`config.mk`:
```
export PLATFORM = sky130hd
export DESIGN_NAME = dmem_align_unit_flat
export DESIGN_NICKNAME = d
export VERILOG_FILES = /design/src/rtl/dmem_align_unit_if.sv /design/src/rtl/dmem_align_unit.sv /design/src/flat_wrapper.sv
export SDC_FILE = /design/constraint.sdc
export NUM_CORES = 1
export LEC_CHECK = 0
export CORE_MARGIN = 4
export CORE_UTILIZATION = 40
export DETAILED_ROUTE_END_ITERATION = 12
export PLACE_DENSITY_LB_ADDON = 0.1
export SETUP_SLACK_MARGIN = 0.1
export SLEW_MARGIN = 30
export SYNTH_ARGS = -nofsm -noshare
export SYNTH_HDL_FRONTEND = slang
export SYNTH_SLANG_ARGS = --single-unit
```
`constraint.sdc`:
```
create_clock -name clk -period 5.2 [get_ports clk]
set_clock_uncertainty 0.15 [all_clocks]
set_input_delay 1.56 -clock clk [delete_from_list [all_inputs] [get_ports clk]]
set_output_delay 1.56 -clock clk [all_outputs]
set_load 0.02 [all_outputs]
```
`src/rtl/dmem_align_unit_if.sv`:
```
// dmem_align_unit_if
//   Request/response bus between the CPU memory-control stage and the
//   load/store alignment unit.
//   req_rd, req_wr : load / store request (store wins when both are high)
//   req_sz         : 00 byte, 01 half, 10/11 word
//   req_addr       : byte address
//   req_din        : store data, right-aligned
//   busy           : unit is working on a transaction
//   done           : one-cycle completion pulse
//   resp_dout      : load result, right-aligned and zero-extended
//   Modports: master = requester (CPU side), slave = alignment unit.
interface dmem_align_unit_if #(
    parameter int ADDR_WIDTH = 12
);
    logic                  req_rd;
    logic                  req_wr;
    logic [1:0]            req_sz;
    logic [ADDR_WIDTH-1:0] req_addr;
    logic [31:0]           req_din;
    logic                  busy;
    logic                  done;
    logic [31:0]           resp_dout;

    modport master (
        output req_rd, req_wr, req_sz, req_addr, req_din,
        input  busy, done, resp_dout
    );

    modport slave (
        input  req_rd, req_wr, req_sz, req_addr, req_din,
        output busy, done, resp_dout
    );
endinterface

```
`src/rtl/dmem_align_unit.sv`:
```
// dmem_align_unit
//   Byte-addressed load/store unit in front of a 32-bit word SRAM with
//   1-cycle read latency. Accesses that straddle a word boundary become two
//   aligned word accesses; the unit is busy until the access completes.
//   Ports:
//     clk, reset_b   : clock, asynchronous active-low reset
//     bus (slave)    : request/response bus (see dmem_align_unit_if)
//     split_count    : saturating count of accepted boundary-crossing requests
//     mem_en/mem_we  : SRAM enable / write enable
//     mem_be         : byte-lane enables, lane i = bits [8i+7:8i]
//     mem_addr       : SRAM word index
//     mem_wdata      : SRAM write data
//     mem_rdata      : SRAM read data, valid the cycle after the read
module dmem_align_unit #(
    parameter int ADDR_WIDTH = 12
) (
    input  logic                  clk,
    input  logic                  reset_b,
    dmem_align_unit_if.slave      bus,
    output logic [15:0]           split_count,
    output logic                  mem_en,
    output logic                  mem_we,
    output logic [3:0]            mem_be,
    output logic [ADDR_WIDTH-3:0] mem_addr,
    output logic [31:0]           mem_wdata,
    input  logic [31:0]           mem_rdata
);
    localparam int WW = ADDR_WIDTH - 2;

    typedef enum logic [2:0] {
        IDLE, RD_LO, RD_HI, RD_FIN, WR_LO, WR_HI
    } state_t;

    state_t state, state_nxt;

    logic [ADDR_WIDTH-1:0] addr_q;
    logic [1:0]            sz_q;
    logic [31:0]           din_q;
    logic [31:0]           lo_q;
    logic [31:0]           resp_q;
    logic                  done_q;
    logic [15:0]           split_q;
    logic                  done_set;

    function automatic logic [2:0] size_bytes(input logic [1:0] sz);
        case (sz)
            2'b00:   return 3'd1;
            2'b01:   return 3'd2;
            default: return 3'd4;
        endcase
    endfunction

    function automatic logic crosses(input logic [1:0] off, input logic [1:0] sz);
        logic [3:0] last;
        last = {2'b00, off} + {1'b0, size_bytes(sz)};
        return last > 4'd4;
    endfunction

    function automatic logic [7:0] lane_mask(input logic [1:0] off, input logic [1:0] sz);
        case (sz)
            2'b00:   return 8'h01 << off;
            2'b01:   return 8'h03 << off;
            default: return 8'h0F << off;
        endcase
    endfunction

    // Shift the two-word window down to the addressed byte, then keep only
    // the requested size so the result is zero-extended.
    function automatic logic [31:0] extract(input logic [63:0] pair,
                                            input logic [1:0]  off,
                                            input logic [1:0]  sz);
        logic [63:0] sh;
        sh = pair >> {off, 3'b000};
        case (sz)
            2'b00:   return {24'h0, sh[7:0]};
            2'b01:   return {16'h0, sh[15:0]};
            default: return sh[31:0];
        endcase
    endfunction

    logic [1:0]  off_q;
    logic [WW-1:0] w_q;
    logic [WW-1:0] w_nxt;
    logic        cross_q;
    logic [7:0]  mask_q;
    logic [63:0] data64_q;
    logic [63:0] rd_pair;
    logic        accept;
    logic        cross_in;

    assign off_q    = addr_q[1:0];
    assign w_q      = addr_q[ADDR_WIDTH-1:2];
    assign w_nxt    = w_q + WW'(1);          // wraps at the top of the SRAM
    assign cross_q  = crosses(off_q, sz_q);
    assign mask_q   = lane_mask(off_q, sz_q);
    assign data64_q = {32'h0, din_q} << {off_q, 3'b000};
    // lo_q holds word W when the load crossed; otherwise only mem_rdata matters
    assign rd_pair  = cross_q ? {mem_rdata, lo_q} : {32'h0, mem_rdata};

    assign accept   = (state == IDLE) && (bus.req_rd || bus.req_wr);
    assign cross_in = crosses(bus.req_addr[1:0], bus.req_sz);

    assign bus.busy      = (state != IDLE);
    assign bus.done      = done_q;
    assign bus.resp_dout = resp_q;
    assign split_count   = split_q;

    always_ff @(posedge clk or negedge reset_b) begin
        if (!reset_b) begin
            state <= IDLE;
        end else begin
            state <= state_nxt;
        end
    end

    always_comb begin
        state_nxt = state;
        done_set  = 1'b0;
        mem_en    = 1'b0;
        mem_we    = 1'b0;
        mem_be    = 4'h0;
        mem_addr  = '0;
        mem_wdata = 32'h0;
        case (state)
            IDLE: begin
                if (bus.req_wr) begin
                    state_nxt = WR_LO;
                end else if (bus.req_rd) begin
                    state_nxt = RD_LO;
                end
            end
            RD_LO: begin
                mem_en    = 1'b1;
                mem_be    = 4'hF;
                mem_addr  = w_q;
                state_nxt = cross_q ? RD_HI : RD_FIN;
            end
            RD_HI: begin
                mem_en    = 1'b1;
                mem_be    = 4'hF;
                mem_addr  = w_nxt;
                state_nxt = RD_FIN;
            end
            RD_FIN: begin
                done_set  = 1'b1;
                state_nxt = IDLE;
            end
            WR_LO: begin
                mem_en    = 1'b1;
                mem_we    = 1'b1;
                mem_be    = mask_q[3:0];
                mem_addr  = w_q;
                mem_wdata = data64_q[31:0];
                if (cross_q) begin
                    state_nxt = WR_HI;
                end else begin
                    done_set  = 1'b1;
                    state_nxt = IDLE;
                end
            end
            WR_HI: begin
                mem_en    = 1'b1;
                mem_we    = 1'b1;
                mem_be    = mask_q[7:4];
                mem_addr  = w_nxt;
                mem_wdata = data64_q[63:32];
                done_set  = 1'b1;
                state_nxt = IDLE;
            end
            default: state_nxt = IDLE;
        endcase
    end

    always_ff @(posedge clk or negedge reset_b) begin
        if (!reset_b) begin
            addr_q  <= '0;
            sz_q    <= 2'b00;
            din_q   <= 32'h0;
            lo_q    <= 32'h0;
            resp_q  <= 32'h0;
            done_q  <= 1'b0;
            split_q <= 16'h0;
        end else begin
            done_q <= done_set;
            if (accept) begin
                addr_q <= bus.req_addr;
                sz_q   <= bus.req_sz;
                din_q  <= bus.req_din;
                if (cross_in && (split_q != 16'hFFFF)) begin
                    split_q <= split_q + 16'd1;
                end
            end
            if (state == RD_HI) begin
                lo_q <= mem_rdata;
            end
            if (state == RD_FIN) begin
                resp_q <= extract(rd_pair, off_q, sz_q);
            end
        end
    end
endmodule

```
`src/flat_wrapper.sv`:
```
// flat-port wrapper written by rule: the top's interface ports become plain ports
module dmem_align_unit_flat 
#(
    parameter int ADDR_WIDTH = 12
)
  (clk, reset_b, split_count, mem_en, mem_we, mem_be, mem_addr, mem_wdata, mem_rdata, bus_req_rd, bus_req_wr, bus_req_sz, bus_req_addr, bus_req_din, bus_busy, bus_done, bus_resp_dout);
  dmem_align_unit_if #(.ADDR_WIDTH(ADDR_WIDTH)) bus_i ();
  input  logic clk;
  input  logic reset_b;
  output logic [15:0] split_count;
  output logic mem_en;
  output logic mem_we;
  output logic [3:0] mem_be;
  output logic [ADDR_WIDTH-3:0] mem_addr;
  output logic [31:0] mem_wdata;
  input  logic [31:0] mem_rdata;
  input wire logic [$bits(bus_i.req_rd)-1:0] bus_req_rd;
  input wire logic [$bits(bus_i.req_wr)-1:0] bus_req_wr;
  input wire logic [$bits(bus_i.req_sz)-1:0] bus_req_sz;
  input wire logic [$bits(bus_i.req_addr)-1:0] bus_req_addr;
  input wire logic [$bits(bus_i.req_din)-1:0] bus_req_din;
  output wire logic [$bits(bus_i.busy)-1:0] bus_busy;
  output wire logic [$bits(bus_i.done)-1:0] bus_done;
  output wire logic [$bits(bus_i.resp_dout)-1:0] bus_resp_dout;
  assign bus_i.req_rd = bus_req_rd;
  assign bus_i.req_wr = bus_req_wr;
  assign bus_i.req_sz = bus_req_sz;
  assign bus_i.req_addr = bus_req_addr;
  assign bus_i.req_din = bus_req_din;
  assign bus_busy = bus_i.busy;
  assign bus_done = bus_i.done;
  assign bus_resp_dout = bus_i.resp_dout;
  dmem_align_unit #(.ADDR_WIDTH(ADDR_WIDTH)) u_core (.clk(clk), .reset_b(reset_b), .bus(bus_i), .split_count(split_count), .mem_en(mem_en), .mem_we(mem_we), .mem_be(mem_be), .mem_addr(mem_addr), .mem_wdata(mem_wdata), .mem_rdata(mem_rdata));
endmodule
```
# After elaboration in Yosys (flattened, before gate mapping)
# Cells that the tools add are included.
# classes
add_sub_neg	4
magnitude_cmp	2
n_eq_ne	9
shifts	5
n_mux	17
n_reduce_logical	14
# ops
operator	count
$pmux 32 s2	2
$mux 64	1
$shl 32x5->64	1
$shr 64x5->32	1
$pmux 10 s2	1
$add 16x1->16 const B	1
$ne 16x16->1 const B	1
$pmux 8 s2	1
$pmux 3 s2	2
$pmux 3 s4	1
$pmux 4 s3	1
$add 10x1->10 const B	1
$reduce_or 2->1	5
$mux 3	3
$add 2x3->4	2
$gt 4x3->1 const B	2
$shl 1x2->8 const A	1
$shl 2x2->8 const A	1
$shl 4x2->8 const A	1
$eq 3x2->1 const B	2
$eq 3x3->1 const B	2
$eq 2x1->1 const B	2
$logic_not 2->1	2
$mux 1	4
9 further kinds	10
# word_totals
reg_bits	130
output_inout_bits	98
wordCells	59

# Depth between registers and ports, before layout
# depth
depth_word	7
ltp_mapped	13
mapped_depth_nobuf	9

# Least setup slack after synthesis
# No wires, ideal clock.
# synth_timing
path_type	register to output
start	register u_core.addr_q[0]
end	output port mem_wdata[24]
t_arrival_ps	1879
required_ps	3490
setup_slack_ps	1611
path_stages_with_launch	7
path_buffers	4
path_cell_list	dfrtp_1 -> buf_2 -> buf_2 -> buf_2 -> buf_2 -> mux2i_1 -> a211oi_1
# synth_via
elab_chain_len	2
# synth_rtl
item	line	source
start, declared	dmem_align_unit.sv:36	logic [ADDR_WIDTH-1:0] addr_q;
start signal, assigned	dmem_align_unit.sv:186	addr_q <= bus.req_addr;
$shl 32x5->64	dmem_align_unit.sv:96	assign data64_q = {32'h0, din_q} << {off_q, 3'b000};
$pmux 32 s2	dmem_align_unit.sv:124	case (state)
end, declared	flat_wrapper.sv:15	output logic [31:0] mem_wdata;
# Every way passes these cells.

# Worst setup path after layout
# layout_timing
start	register u_core.state[0]
end	output port mem_be[0]
# layout_via
elab_chain_len	3
# layout_rtl
item	line	source
start, declared	dmem_align_unit.sv:34	state_t state, state_nxt;
start signal, assigned	dmem_align_unit.sv:112	state <= state_nxt;
$eq 3x1->1 or $eq 3x2->1 (tied branches)	dmem_align_unit.sv:124	
$reduce_or 2->1 (no line)	n/a	
$pmux 4 s3 (*)	dmem_align_unit.sv:124	
end, declared	flat_wrapper.sv:13	output logic [3:0] mem_be;
# Every way passes the cells marked *; elsewhere a longest branch is shown, timed or not.

==> impl_metrics.yaml <==
power:
  peakVddDrop_mv: 0.448
  report.power.total_uw: 7320
  cell_pwr_density_mw_per_mm2: 697
  static-leakage-power_uw: 0.00449
global_route:
  global_route_track_usage_on_met3_pct: 7.27
  grtUsageMet1_pct: 31.3
  grt-ovfl-total: 0
  globalRouteMet2Util_pct: 34.3
  grt_first_pass_wirelength_um: 39500
  grt_start_max_net_pins: 72
  top_usage_layer: "met2"
  first_global_vias: 7075
  global_route.usage.total_pct: 22.6
  grt_antenna_before_repair: 0
synthesis:
  synth_largest_area_cell: "sky130_fd_sc_hd__dfrtp_1"
  most_common_cell_in_the_netlist: "sky130_fd_sc_hd__nand2_1"
  postSynthNetCount: 930
  post_synth_inst_count: 839
  post_synth_edffs: 0
  synth_top_flop_cell: "sky130_fd_sc_hd__dfrtp_1"
  synth.yosys.warnings: 0
  commonest_cells_in_the_synthesized_netlist: "sky130_fd_sc_hd__nand2_1 (175), sky130_fd_sc_hd__dfrtp_1 (130), sky130_fd_sc_hd__mux2_2 (69)"
  synth_cell_type_count: 49
  netlist.area_leader.share_pct: 41.5
  ys_top_cells_by_area: "sky130_fd_sc_hd__dfrtp_1 (42%), sky130_fd_sc_hd__mux2_2 (9.9%), sky130_fd_sc_hd__nand2_1 (8.4%)"
  synthesis.area_sq_mm: 0.00784
  avgSynthCellArea_sq_um: 9.34
  synth-seq-area-share_pct: 41.5
  synth_seq_cells: 130
  async_flop_share_pct: 100
detailed_routing:
  routed_wire_length_per_instance_um: 19.1
  initialDrtViolationCount: 482
  detail_route.drc_violations: 0
  drtPass1Iterations: 5
  via_per_inst: 5.49
  wl_um: 24400
  drtAntennaViolNets: 0
  dr_total_vias: 7023
finish:
  final_layout_size_suffix_gt1_share_pct: 13.9
  final_nets: 1098
  final_cell_area_sq_mm: 0.0105
  area.growth.synth_to_final_pct: 34.0
  n_antenna_cell: 0
  final_cells: 1280
placed_design:
  detailed_place_hpwl_um: 16600
  dp_cells: 1248
  post_dp_cell_area_sq_mm: 0.00990
  globalplace.congestion: 0.834
  port_buffers: 179
die:
  floorplan.rows: 50
  fp.dieW_um: 148
  boundaryPins: 180
  core_sq_mm: 0.0190
  start_util_pct: 41.3
  fp.dieArea_sq_mm: 0.0219
  die_height_um: 148
setup_path:
  maximum_net_fanout_on_the_critical_path: 24
  timing.critical_path.buf_inv: 2
  most_used_cell_along_the_critical_path: "sky130_fd_sc_hd__nor2_1"
  crit_path_start_kind: "register"
  criticalPathCategory: "reg -> out"
  cp.required_ps: 3490
  worstSetupEndpointType: "output port"
  cp.arrival_ps: 3050
  critical-path-max-stage-delay_ps: 840
  timing.critical_path.cells: "nor2_1, nand3_1, nor2_1, buf_4, or3_1, clkdlybuf4s50_1"
  crit_path_top_delay_cell: "sky130_fd_sc_hd__dfrtp_1"
  timing.critical_path.max_delay_family: "simple AND/OR/NAND/NOR gates"
timing:
  finalCriticalPeriod_ps: 4760
  maxSlewHeadroom_pct: 35.4
  finalHoldViolations: 0
  finalHoldWorstSlack_ps: 317
  rsz_0062_raised_after_global_routing: "false"
  slew_violations: 0
  number_of_setup_violations_in_the_final_report: 0
  post-route-period-util_pct: 91.5
  worst_pin_slew_ps: 970
  max_clock_freq_mhz: 210
  fin_setup_tns_ps: 0
clock_network:
  clock_tree_from_tritoncts: "done"
  ctsHtreeMaxLevel: 4
  cts_buffer_depth: 2
  cts_repair_resize_count: 0
  clkSlewWorstSetupHoldPaths_ps: 60
  clk_root_buffer_cell: "sky130_fd_sc_hd__clkbuf_16"
  worst_skew_pair.late_latency_ps: 410
  post-cts-setup-buffers: 0
  cts_hold_buffers: 0
  cts_sinks: 130
  tritoncts.num_buffers: 17
worst_hold_path:
  worstHoldPathType: "reg -> reg"
outcome:
  status: "finished clean"
flow_run:
  max_cap_violations: 0
==> layout make-up <==
class | count | area, sq um
sequential | 130 | 3260
multi-input combinational | 637 | 4280
clock buffer | 22 | 464
timing repair buffer | 204 | 1980
fill | 1736 | 8460
inverter | 17 | 63.8
tap | 260 | 325
clock inverter | 10 | 133
==> worst reg2reg max path, stage by stage, from the launching register on <==
cell,delay (ps)
sky130_fd_sc_hd__dfrtp_2,350
sky130_fd_sc_hd__buf_4,740
sky130_fd_sc_hd__ha_1,330
sky130_fd_sc_hd__fa_1,460
sky130_fd_sc_hd__nor2b_4,140
sky130_fd_sc_hd__o2111ai_2,130
sky130_fd_sc_hd__nand2_1,400
sky130_fd_sc_hd__buf_4,270
sky130_fd_sc_hd__mux4_2,550
sky130_fd_sc_hd__a21oi_1,160
sky130_fd_sc_hd__a21oi_1,90
==> logic make-up after synthesis <==
logic type | count (synthesis) | synth area share (%)
AO/OA/AOI/OAI | 192 | 16.2
XOR/XNOR | 27 | 3.02
multiplexers | 121 | 17.8
flip-flops | 130 | 41.5
adder cells (fa/ha/maj) | 9 | 1.63
buffers and inverters | 72 | 4.01
AND/OR/NAND/NOR | 288 | 15.8
==> stage by stage <==
step,worst slack (ps),utilization (%)
final,443,55.4
after global routing,233,55.4
after CTS,414,55.4
after detailed placement,742,52.2
after global placement,799,52.2
after floorplan,1610,-
==> cells in the final DEF, fill, tap and decap left out, types with 8 or more instances in the layout <==
| master | synthesis | routed |
|---|---|---|
| sky130_fd_sc_hd__a211oi_1 | 18 | 18 |
| sky130_fd_sc_hd__a21o_1 | 10 | 10 |
| sky130_fd_sc_hd__a21oi_1 | 47 | 47 |
| sky130_fd_sc_hd__a22oi_1 | 19 | 19 |
| sky130_fd_sc_hd__a31oi_1 | 8 | 8 |
| sky130_fd_sc_hd__and2_1 | 13 | 13 |
| sky130_fd_sc_hd__buf_4 | 0 | 25 |
| sky130_fd_sc_hd__clkbuf_16 | 0 | 17 |
| sky130_fd_sc_hd__clkdlybuf4s50_1 | 0 | 178 |
| sky130_fd_sc_hd__dfrtp_1 | 130 | 128 |
| sky130_fd_sc_hd__inv_1 | 15 | 15 |
| sky130_fd_sc_hd__mux2_2 | 69 | 69 |
| sky130_fd_sc_hd__mux2i_1 | 44 | 44 |
| sky130_fd_sc_hd__mux4_2 | 8 | 8 |
| sky130_fd_sc_hd__nand2_1 | 175 | 174 |
| sky130_fd_sc_hd__nand3_1 | 20 | 20 |
| sky130_fd_sc_hd__nor2_1 | 43 | 42 |
| sky130_fd_sc_hd__nor3_1 | 10 | 10 |
| sky130_fd_sc_hd__o21ai_0 | 27 | 27 |
| sky130_fd_sc_hd__o221ai_1 | 13 | 13 |
| sky130_fd_sc_hd__o22ai_1 | 25 | 25 |
| sky130_fd_sc_hd__xnor2_1 | 10 | 10 |
| sky130_fd_sc_hd__xor2_1 | 17 | 17 |
==> worst paths after layout <==
| kind | slack [ps] | endpoint | startpoint | cells after the start |
|---|---|---|---|---|
| min reg2reg | 320 | u_core.lo_q[0] | u_core.lo_q[0] | 2 |
| max reg2reg | 1300 | u_core.bus.resp_dout[1] | u_core.addr_q[0] | 10 |
| min in group asynchronous | 1020 | u_core.lo_q[0] | reset_b | 1 |
| max in group asynchronous | 3000 | u_core.lo_q[3] | reset_b | 2 |
| min | 320 | u_core.lo_q[0] | u_core.lo_q[0] | 2 |
| max | 440 | mem_be[0] | u_core.state[0] | 6 |
==> routing by layer <==
metal  share of wire (%)  vias up  wire [um]
met4                 1.5        0        354
met5                   0        -          0
met3                 8.9       21       2170
met1                  44     3363      10800
met2                  45      300      11000
li1                    -     3339          -
==> flip-flops by register name, indices dropped and copies added, names as in the netlist <==
signal / count
u_core.din_q: 32
u_core.split_count: 16
u_core.lo_q: 32
u_core.state: 3
u_core.sz_q: 2
u_core.bus.done: 1
u_core.bus.resp_dout: 32
u_core.addr_q: 12
==> power breakdown <==
part / switching [uW] / total (uW) / internal (uW)
clock network: 443 / 1220 / 776
registers: 460 / 1950 / 1490
logic: 2230 / 4150 / 1920
Note: power is estimated with default switching activity, not from simulation.
